[src/rtl/frame_compare_tracker.sv]
// frame_compare_tracker
//
// Purpose:
//   Consumes unsigned WIDTH-bit samples over a valid/ready handshake, groups
//   them into frames of FRAME_LEN samples, tracks the running maximum and
//   minimum of each frame and, at frame end, presents a registered summary:
//   frame max/min plus one-hot less/equal/greater flags of the frame max
//   against the threshold captured on the frame's first beat.
//
// Optional feature (macro THRESH_CNT_EN):
//   When defined, per-sample less/equal/greater counts against the captured
//   threshold are accumulated and published with the summary. When not
//   defined, the count ports and all counter logic are absent.
//
// Ports:
//   clk           in   rising-edge clock
//   rst_n         in   asynchronous active-low reset
//   i_in_valid    in   sample present
//   o_in_ready    out  block can accept a sample (ACCUM state)
//   i_in_data     in   sample value (WIDTH)
//   i_thresh      in   threshold, captured on the first beat of each frame
//   o_out_valid   out  frame summary present (REPORT state)
//   i_out_ready   in   consumer accepts summary
//   o_out_max     out  largest sample of the frame
//   o_out_min     out  smallest sample of the frame
//   o_out_l/e/g   out  frame max <, ==, > captured threshold (one-hot)
//   o_out_cnt_lt/eq/gt  out  per-sample classification counts (THRESH_CNT_EN)

module frame_compare_tracker #(
  parameter int WIDTH     = 4,
  parameter int FRAME_LEN = 8,
  parameter int CNT_W     = 4
) (
  input  logic             clk,
  input  logic             rst_n,
  input  logic             i_in_valid,
  output logic             o_in_ready,
  input  logic [WIDTH-1:0] i_in_data,
  input  logic [WIDTH-1:0] i_thresh,
  output logic             o_out_valid,
  input  logic             i_out_ready,
  output logic [WIDTH-1:0] o_out_max,
  output logic [WIDTH-1:0] o_out_min,
  output logic             o_out_l,
  output logic             o_out_e,
  output logic             o_out_g
`ifdef THRESH_CNT_EN
  ,
  output logic [CNT_W-1:0] o_out_cnt_lt,
  output logic [CNT_W-1:0] o_out_cnt_eq,
  output logic [CNT_W-1:0] o_out_cnt_gt
`endif
);

  typedef enum logic {
    ACCUM  = 1'b0,
    REPORT = 1'b1
  } state_t;

  localparam logic [CNT_W-1:0] LAST_IDX = CNT_W'(FRAME_LEN - 1);

  state_t           r_state;
  logic [CNT_W-1:0] r_beat_cnt;
  logic [WIDTH-1:0] r_run_max;
  logic [WIDTH-1:0] r_run_min;
  logic [WIDTH-1:0] r_thr_q;

  logic             w_beat;
  logic             w_first;
  logic             w_last;
  logic [WIDTH-1:0] w_thr;
  logic [WIDTH-1:0] w_max;
  logic [WIDTH-1:0] w_min;

  assign o_in_ready  = (r_state == ACCUM);
  assign o_out_valid = (r_state == REPORT);

  assign w_beat  = i_in_valid && (r_state == ACCUM);
  assign w_first = (r_beat_cnt == '0);
  assign w_last  = (r_beat_cnt == LAST_IDX);

  // The first beat of a frame sees the live threshold; later beats use the
  // captured copy so mid-frame threshold changes are ignored.
  assign w_thr = w_first ? i_thresh : r_thr_q;

  // Updated extremes including the current beat; the first beat seeds both.
  // Strict comparisons keep the stored value on ties.
  assign w_max = (w_first || (i_in_data > r_run_max)) ? i_in_data : r_run_max;
  assign w_min = (w_first || (i_in_data < r_run_min)) ? i_in_data : r_run_min;

`ifdef THRESH_CNT_EN
  logic [CNT_W-1:0] r_cnt_lt;
  logic [CNT_W-1:0] r_cnt_eq;
  logic [CNT_W-1:0] r_cnt_gt;
  logic [CNT_W-1:0] w_cnt_lt;
  logic [CNT_W-1:0] w_cnt_eq;
  logic [CNT_W-1:0] w_cnt_gt;

  // Counters restart from zero on the first beat instead of needing a
  // separate clear cycle, so back-to-back frames lose no throughput.
  assign w_cnt_lt = (w_first ? '0 : r_cnt_lt) + CNT_W'(i_in_data <  w_thr);
  assign w_cnt_eq = (w_first ? '0 : r_cnt_eq) + CNT_W'(i_in_data == w_thr);
  assign w_cnt_gt = (w_first ? '0 : r_cnt_gt) + CNT_W'(i_in_data >  w_thr);
`endif

  always_ff @(posedge clk or negedge rst_n) begin
    if (!rst_n) begin
      r_state    <= ACCUM;
      r_beat_cnt <= '0;
      r_run_max  <= '0;
      r_run_min  <= '0;
      r_thr_q    <= '0;
      o_out_max  <= '0;
      o_out_min  <= '0;
      o_out_l    <= 1'b0;
      o_out_e    <= 1'b0;
      o_out_g    <= 1'b0;
`ifdef THRESH_CNT_EN
      r_cnt_lt     <= '0;
      r_cnt_eq     <= '0;
      r_cnt_gt     <= '0;
      o_out_cnt_lt <= '0;
      o_out_cnt_eq <= '0;
      o_out_cnt_gt <= '0;
`endif
    end else begin
      case (r_state)
        ACCUM: begin
          if (w_beat) begin
            r_run_max <= w_max;
            r_run_min <= w_min;
            if (w_first) begin
              r_thr_q <= i_thresh;
            end
`ifdef THRESH_CNT_EN
            r_cnt_lt <= w_cnt_lt;
            r_cnt_eq <= w_cnt_eq;
            r_cnt_gt <= w_cnt_gt;
`endif
            if (w_last) begin
              r_beat_cnt <= '0;
              o_out_max  <= w_max;
              o_out_min  <= w_min;
              o_out_l    <= (w_max <  w_thr);
              o_out_e    <= (w_max == w_thr);
              o_out_g    <= (w_max >  w_thr);
`ifdef THRESH_CNT_EN
              o_out_cnt_lt <= w_cnt_lt;
              o_out_cnt_eq <= w_cnt_eq;
              o_out_cnt_gt <= w_cnt_gt;
`endif
              r_state    <= REPORT;
            end else begin
              r_beat_cnt <= r_beat_cnt + 1'b1;
            end
          end
        end
        REPORT: begin
          if (i_out_ready) begin
            r_state <= ACCUM;
          end
        end
        default: r_state <= ACCUM;
      endcase
    end
  end

endmodule
[config.mk]
export PLATFORM = sky130hd
export DESIGN_NAME = frame_compare_tracker
export DESIGN_NICKNAME = d
export VERILOG_FILES = /design/src/rtl/frame_compare_tracker.sv
export SDC_FILE = /design/constraint.sdc
export NUM_CORES = 1
export LEC_CHECK = 0
export BUFFER_PORTS_ARGS = -buffer_cell sky130_fd_sc_hd__buf_2
export CAP_MARGIN = 10
export CORE_MARGIN = 8
export CORE_UTILIZATION = 40
export CTS_BUF_LIST = sky130_fd_sc_hd__clkbuf_4
export CTS_CLUSTER_DIAMETER = 100
export DETAILED_ROUTE_END_ITERATION = 10
export HOLD_SLACK_MARGIN = 0.15
export MAX_ROUTING_LAYER = met4
export PLACE_DENSITY = 0.73
export SYNTH_ARGS = -nofsm -noshare
export SYNTH_HDL_FRONTEND = slang
export SYNTH_SLANG_ARGS = --single-unit
[constraint.sdc]
create_clock -name clk -period 2.5 [get_ports clk]
set_input_delay 0.75 -clock clk [delete_from_list [all_inputs] [get_ports clk]]
set_output_delay 0.75 -clock clk [all_outputs]
set_load 0.02 [all_outputs]
==> results of run 1 <==
## cell families after synthesis
family / Yosys count / synth area share
adders and majority gates: 13 / 0.102
DFF: 28 / 0.437
and+or+nand+nor: 37 / 0.132
xor gates and xnor gates: 2 / 0.0109
buffers and inverters: 13 / 0.0320
AOI/OAI and AO/OA: 26 / 0.132
muxes: 20 / 0.154
## stage by stage
stage | worst slack, ps | hold slack [ps]
after global routing | -112 | 447
after floorplan | -256 | 442
after global placement | -414 | 463
after CTS | -41.8 | 426
after detailed placement | -481 | 475
final | -39.9 | 411
## layer usage
metal / routed length, um / track usage / part of all wire / vias to the layer above
li1: - / - / - / 578
met1: 1650 / 0.145 / 0.45 / 592
met2: 1890 / 0.211 / 0.52 / 27
met3: 94 / 0.0305 / 0.026 / 4
met4: 35 / 0.0185 / 0.0095 / 0
met5: 0 / - / 0 / -
## power by group through the flow
stage                     Sequential [mW]  Clock (mW)  Combinational, mW
after floorplan                     0.893           0               1.07
after global placement              0.804           0               1.57
after detailed placement            0.821           0               1.64
after CTS                           0.810       0.203               1.69
after global routing                0.839       0.220               1.88
final                               0.810       0.198               1.72
## sequential cells by signal (all words and copies together), names as in the netlist
signal       count
o_out_e          1
o_out_g          1
o_out_l          1
o_out_max        4
o_out_min        4
o_out_valid      1
r_beat_cnt       4
r_run_max        4
r_run_min        4
r_thr_q          4
## how the worst min path moves through the flow
stage / to / slack [ps] / depth (start not counted)
after global routing: r_thr_q[2] / 450 / 1
final: r_thr_q[2] / 410 / 1
after CTS: o_out_g / 430 / 1
after global placement: r_thr_q[0] / 460 / 2
after floorplan: r_thr_q[0] / 440 / 2
after detailed placement: r_thr_q[0] / 470 / 2
## Yosys cell counts (all sizes together)
library cell	number
a31oi	3
xnor2	2
nand4b	1
a21o	1
nand2b	3
nor2b	2
nor4b	1
a2111oi	1
buf	3
or4	4
nand4	2
o31a	3
nor2	8
o21ai	8
o21bai	1
a21oi	4
o31ai	3
nand3	1
nand2	12
o21a	1
ha	13
dfrtp	28
and2b	1
mux2	16
nor3b	2
mux2i	4
inv	10
a211oi	1
## worst max-delay path: cells and delay by family
kind | cells | cell delay [ps]
simple gates | 2 | 210
mux | 2 | 590
buf+inv | 1 | 100
compound gates | 4 | 640
fa+ha+maj | 2 | 490
## repair_timing
item / in CTS / in global routing
buffers inserted: 1 / 1
endpoints found under the setup margin: 2 / 3
hold buffers: 0 / 0
pin swaps: 7 / 5
resized for setup: 8 / 4
## area by class of cell
type                            count  area [um2]
Clock buffer                        3        22.5
Fill cell                         372        1900
Clock inverter                      1        3.75
Timing Repair Buffer               40         263
Inverter                           10        37.5
Multi-Input combinational cell     98         926
Tap cell                           50        62.6
Sequential cell                    28         701
==> results.yml, run 1 <==
worst_setup_path:
  cp_data_required_time_ps: 2740
  reg2reg_depth: 11
  arrival_ps: 2780
  crit_type: "primary input to flip-flop"
  crit_chain: "buf_8, ha_4, a2111oi_4, o21bai_4, mux2_4, ha_4, nor2b_4, o21ai_1, nand2b_1, a21oi_2, mux2_4"
  rr_endpoint: "o_out_l"
  worstSetupEndpointType: "flip-flop"
  crit_end: "o_out_l"
  crit_path_top_delay_cell: "a2111oi_4"
  crit_path_max_fanout: 5
  reg2reg_from: "r_run_max[3]"
  worstSetupStartpoint: "i_in_data[3]"
  startpoint_type: "primary input"
  rrSetupSlack_ps: 0
  slowest_delay_ps: 400
route:
  viasPerCell: 5.22
  first_pass_iters: 4
  drt-wirelength-per-cell_um: 16.0
  routed_wl_um: 3670
  drc: 0
  drt_iter0_drc: 60
  ant_nets: 0
  num_vias: 1201
power:
  switchingPower_mw: 1.12
  p_per_area_mw_per_mm2: 1350
  p_comb_frac: 0.631
  power_mw: 2.73
  peakVddDrop_v: 0.000810
  clkPwrFrac: 0.073
  switching_share: 0.409
  seqPwrFrac: 0.297
  static-leakage-power_nw: 0.944
  cell_internal_pwr_mw: 1.61
floorplanning:
  dieHeight_um: 79.3
  ioPinCount: 25
  start_util: 0.409
  fp.dieW_um: 79.3
  core_region_area_mm2: 0.00391
  die-area_mm2: 0.00628
  rows: 23
synthesis:
  syn_inst: 139
  avgSynthCellArea_um2: 11.5
  synth_top_cell_area_share: 0.438
  ys_warn_count: 0
  syn_area_mm2: 0.00160
  synth_fp_nets: 164
  yosysTopAreaCell: "dfrtp_1"
  synth_area_leaders: "dfrtp_1, ha_1, mux2_4, mux2_2, nand2_1"
  ys_ff_latch: 28
  ys_seq_area_frac: 0.438
  synth_cell_types: 35
grt:
  track_usage: 0.123
  grt_max_degree: 29
  antenna_found_initial: 0
  first_global_vias: 1275
  grt_overflow_total: 0
  grt_pass1_wl_um: 6030
cells_and_area:
  final_common_cell: "dfrtp_1"
  area_growth_pct: 25.9
  stdcell_count: 230
  antenna_cells: 0
  drive_gt1_frac: 0.411
  design_area_mm2: 0.00202
  mostFrequentLayoutCells: "dfrtp_1, buf_2, buf_4"
  fin_nets: 206
  fin_util: 0.515
min_path:
  hp-class: "primary input to async pin"
placement:
  placed_cells: 224
  portBuffers: 24
  dpl.hpwl_um: 2840
  gp_congestion: 0.768
  dpl-instance-area_mm2: 0.00193
clock_tree:
  root_buffer: "clkbuf_4"
  clk_latency_ps: 330
  cts.clk_slew.worst_paths_ps: 160
  cts_htree_levels: 1
  cts_tree: "yes"
  cts_made_buffers: 3
  cts.path.max_buffers: 2
  clkSinkCount: 28
outcome:
  outcome: "finished, violations left"
  violations: "negative setup slack"
timing:
  min_period_ps: 2540
  rsz0062_at_grt: "true"
  fmax_mhz: 394
  clock_skew_ps: 8.51
  setup_ws_ps: -39.9
  setup_viol: 1
  finalHoldViolCount: 0
  final_max_slew_viol_count: 0
  period_share: 1.02
  slew_headroom: 0.571
  finalSetupTns_ps: -39.9
  max_slew.worst_pin.slew_ps: 644
job:
  max_cap_violations: 0
Note: power is estimated with default switching activity, not from simulation.
==> inputs of run 2 (changes only) <==
--- a/config.mk
+++ b/config.mk
@@ -7,6 +7,8 @@
 export LEC_CHECK = 0
 export BUFFER_PORTS_ARGS = -buffer_cell sky130_fd_sc_hd__buf_2
 export CAP_MARGIN = 10
+export CELL_PAD_IN_SITES_DETAIL_PLACEMENT = 1
+export CELL_PAD_IN_SITES_GLOBAL_PLACEMENT = 1
 export CORE_MARGIN = 8
 export CORE_UTILIZATION = 40
 export CTS_BUF_LIST = sky130_fd_sc_hd__clkbuf_4
@@ -14,7 +16,7 @@
 export DETAILED_ROUTE_END_ITERATION = 10
 export HOLD_SLACK_MARGIN = 0.15
 export MAX_ROUTING_LAYER = met4
-export PLACE_DENSITY = 0.73
+export PLACE_DENSITY = 0.86
 export SYNTH_ARGS = -nofsm -noshare
 export SYNTH_HDL_FRONTEND = slang
 export SYNTH_SLANG_ARGS = --single-unit
==> run 2 against run 1 <==
The run still ends with negative setup slack left. Utilization rose by 2.5 points. Global-route usage grew 4.3 points. Via count is 7.3% higher. Worst setup slack worse by 120 ps. Die area is the same. Sequential cell count did not move. Clock power grew 3%. Combinational power increased by 22%. Clock skew is 4.6 ps higher. Maximum frequency is 4.6% lower. Critical path type unchanged. Critical endpoint unchanged. Largest power group unchanged. Highest routed layer unchanged.
==> results.yml, run 2 (same netlist as run 1, synthesis figures left out) <==
power:
  seqPwrFrac: 0.265
  peakVddDrop_v: 0.000727
  power_mw: 3.13
  switching_share: 0.422
  clkPwrFrac: 0.065
  static-leakage-power_nw: 0.978
  p_per_area_mw_per_mm2: 1480
  cell_internal_pwr_mw: 1.81
  switchingPower_mw: 1.32
  p_comb_frac: 0.670
timing:
  max_slew.worst_pin.slew_ps: 642
  min_period_ps: 2660
  finalHoldViolCount: 0
  final_max_slew_viol_count: 0
  setup_ws_ps: -162
  setup_viol: 3
  clock_skew_ps: 13.1
  rsz0062_at_grt: "true"
  period_share: 1.06
  fmax_mhz: 376
  slew_headroom: 0.572
worst_setup_path:
  worstSetupStartpoint: "i_in_data[1]"
  startpoint_type: "primary input"
  crit_type: "primary input to flip-flop"
  crit_chain: "buf_8, ha_4, nor2b_4, a2111oi_4, o21bai_4, mux2_4, ha_4, nor2b_4, o21ai_2, nand2b_1, a21oi_2, mux2_4"
  crit_path_top_delay_cell: "a2111oi_4"
  crit_path_max_fanout: 3
  arrival_ps: 2910
  reg2reg_depth: 12
  slowest_delay_ps: 330
  worstSetupEndpointType: "flip-flop"
  rr_endpoint: "o_out_l"
  worst-path-buf-inv: 1
  crit_family: "compound AO/OA/AOI/OAI gates"
  rrSetupSlack_ps: -120
  cp_data_required_time_ps: 2740
  reg2reg_from: "r_run_max[1]"
floorplanning:
  fp.dieW_um: 79.3
  dieHeight_um: 79.3
  rows: 23
  die-area_mm2: 0.00628
  start_util: 0.409
  core_region_area_mm2: 0.00391
  ioPinCount: 25
grt:
  grt_max_degree: 29
  grt_overflow_total: 0
  first_global_vias: 1535
  antenna_found_initial: 0
  track_usage: 0.166
  grt_pass1_wl_um: 7820
clock_tree:
  cts_htree_levels: 1
  cts_made_buffers: 3
  cts.path.max_buffers: 2
  clk_latency_ps: 350
  clkSinkCount: 28
  cts_tree: "yes"
  root_buffer: "clkbuf_4"
  cts.clk_slew.worst_paths_ps: 160
cells_and_area:
  antenna_cells: 0
  final_common_cell: "dfrtp_1"
  area_growth_pct: 32.0
  ff_latch_area_um2: 701
  multiInputGateArea_um2: 967
  drive_gt1_frac: 0.452
  nFillCells: 440
  mostFrequentLayoutCells: "dfrtp_1, buf_2, buf_4"
  fin_nets: 212
route:
  ant_nets: 0
  viasPerCell: 5.46
  drc: 0
  num_vias: 1289
  first_pass_iters: 4
  drt-wirelength-per-cell_um: 20.4
  drt_iter0_drc: 39
  routed_wl_um: 4810
outcome:
  violations: "negative setup slack"
  outcome: "finished, violations left"
job:
  max_cap_violations: 0
min_path:
  hp-class: "primary input to async pin"
placement:
  portBuffers: 24
  pre_cts_slack_ps: -547
  dpl.hpwl_um: 3300
  gp_congestion: 0.808
==> run 2: cell types whose count changed in the layout (fill, tap and decap cells not counted) <==
cell / before / now
buf_6: 2 / 5
buf_4: 16 / 19
mux2i_4: 0 / 1
mux2i_1: 4 / 3
o21ai_2: 1 / 2
ha_1: 9 / 7
o21ai_1: 3 / 2
ha_4: 4 / 6
==> run 2: worst register-to-register path, delay by kind of cell (launching register included) <==
kind	cells	cell delay (ps)
adders and majority gates	2	460
muxes	2	600
AOI/OAI and AO/OA	4	590
DFF	1	420
buffers and inverters	1	70
and+or+nand+nor	3	360
==> run 2: worst max-delay path by stage <==
| stage | endpoint | slack [ps] | depth (start not counted) |
|---|---|---|---|
| floorplan | o_out_l | -260 | 11 |
| CTS | o_out_l | -30 | 12 |
| finish | o_out_l | -160 | 12 |
| global route | o_out_g | -240 | 12 |
| global placement | o_out_l | -420 | 12 |
| detailed placement | o_out_l | -550 | 12 |
==> run 2: power by group through the flow <==
| stage | combinational [mW] | sequential [mW] | clock [mW] |
|---|---|---|---|
| after floorplan | 1.07 | 0.893 | 0 |
| after global placement | 1.58 | 0.805 | 0 |
| after detailed placement | 1.71 | 0.828 | 0 |
| after CTS | 1.94 | 0.821 | 0.208 |
| after global routing | 2.26 | 0.851 | 0.220 |
| final | 2.09 | 0.829 | 0.204 |
==> run 2: per-stage QoR <==
step	setup TNS (ps)	hold slack [ps]	area (um2)	utilization	cells
finish	-334	391	2110	0.540	236
global placement	-1060	462	1940	0.496	225
detailed placement	-1440	484	1940	0.496	225
global route	-590	439	2110	0.540	236
CTS	-26.6	412	2080	0.532	234
floorplan	-437	442	1660	-	139
==> run 2: layer usage <==
metal | vias to the layer above | wire length, um | part of all wire | GRT usage
met5 | - | 0 | 0 | -
met4 | 0 | 190 | 0.040 | 0.104
met3 | 16 | 146 | 0.030 | 0.0260
met2 | 34 | 2550 | 0.53 | 0.295
met1 | 646 | 1920 | 0.40 | 0.167
li1 | 593 | - | - | -
==> run 2: cell type report <==
class,instances,area share
Clock buffer,3,0.0107
Clock inverter,1,0.00178
Inverter,10,0.0178
Multi-Input combinational cell,98,0.458
Sequential cell,28,0.332
Tap cell,50,0.0296
Timing Repair Buffer,46,0.151
==> run 2: repair_timing <==
| action | 4_1_cts | 5_1_grt |
|---|---|---|
| gates resized for setup | 15 | 5 |
| buffers inserted | 5 | 2 |
| endpoints found under the setup margin | 2 | 3 |
| hold buffers | 0 | 0 |
| pin swaps | 7 | 9 |
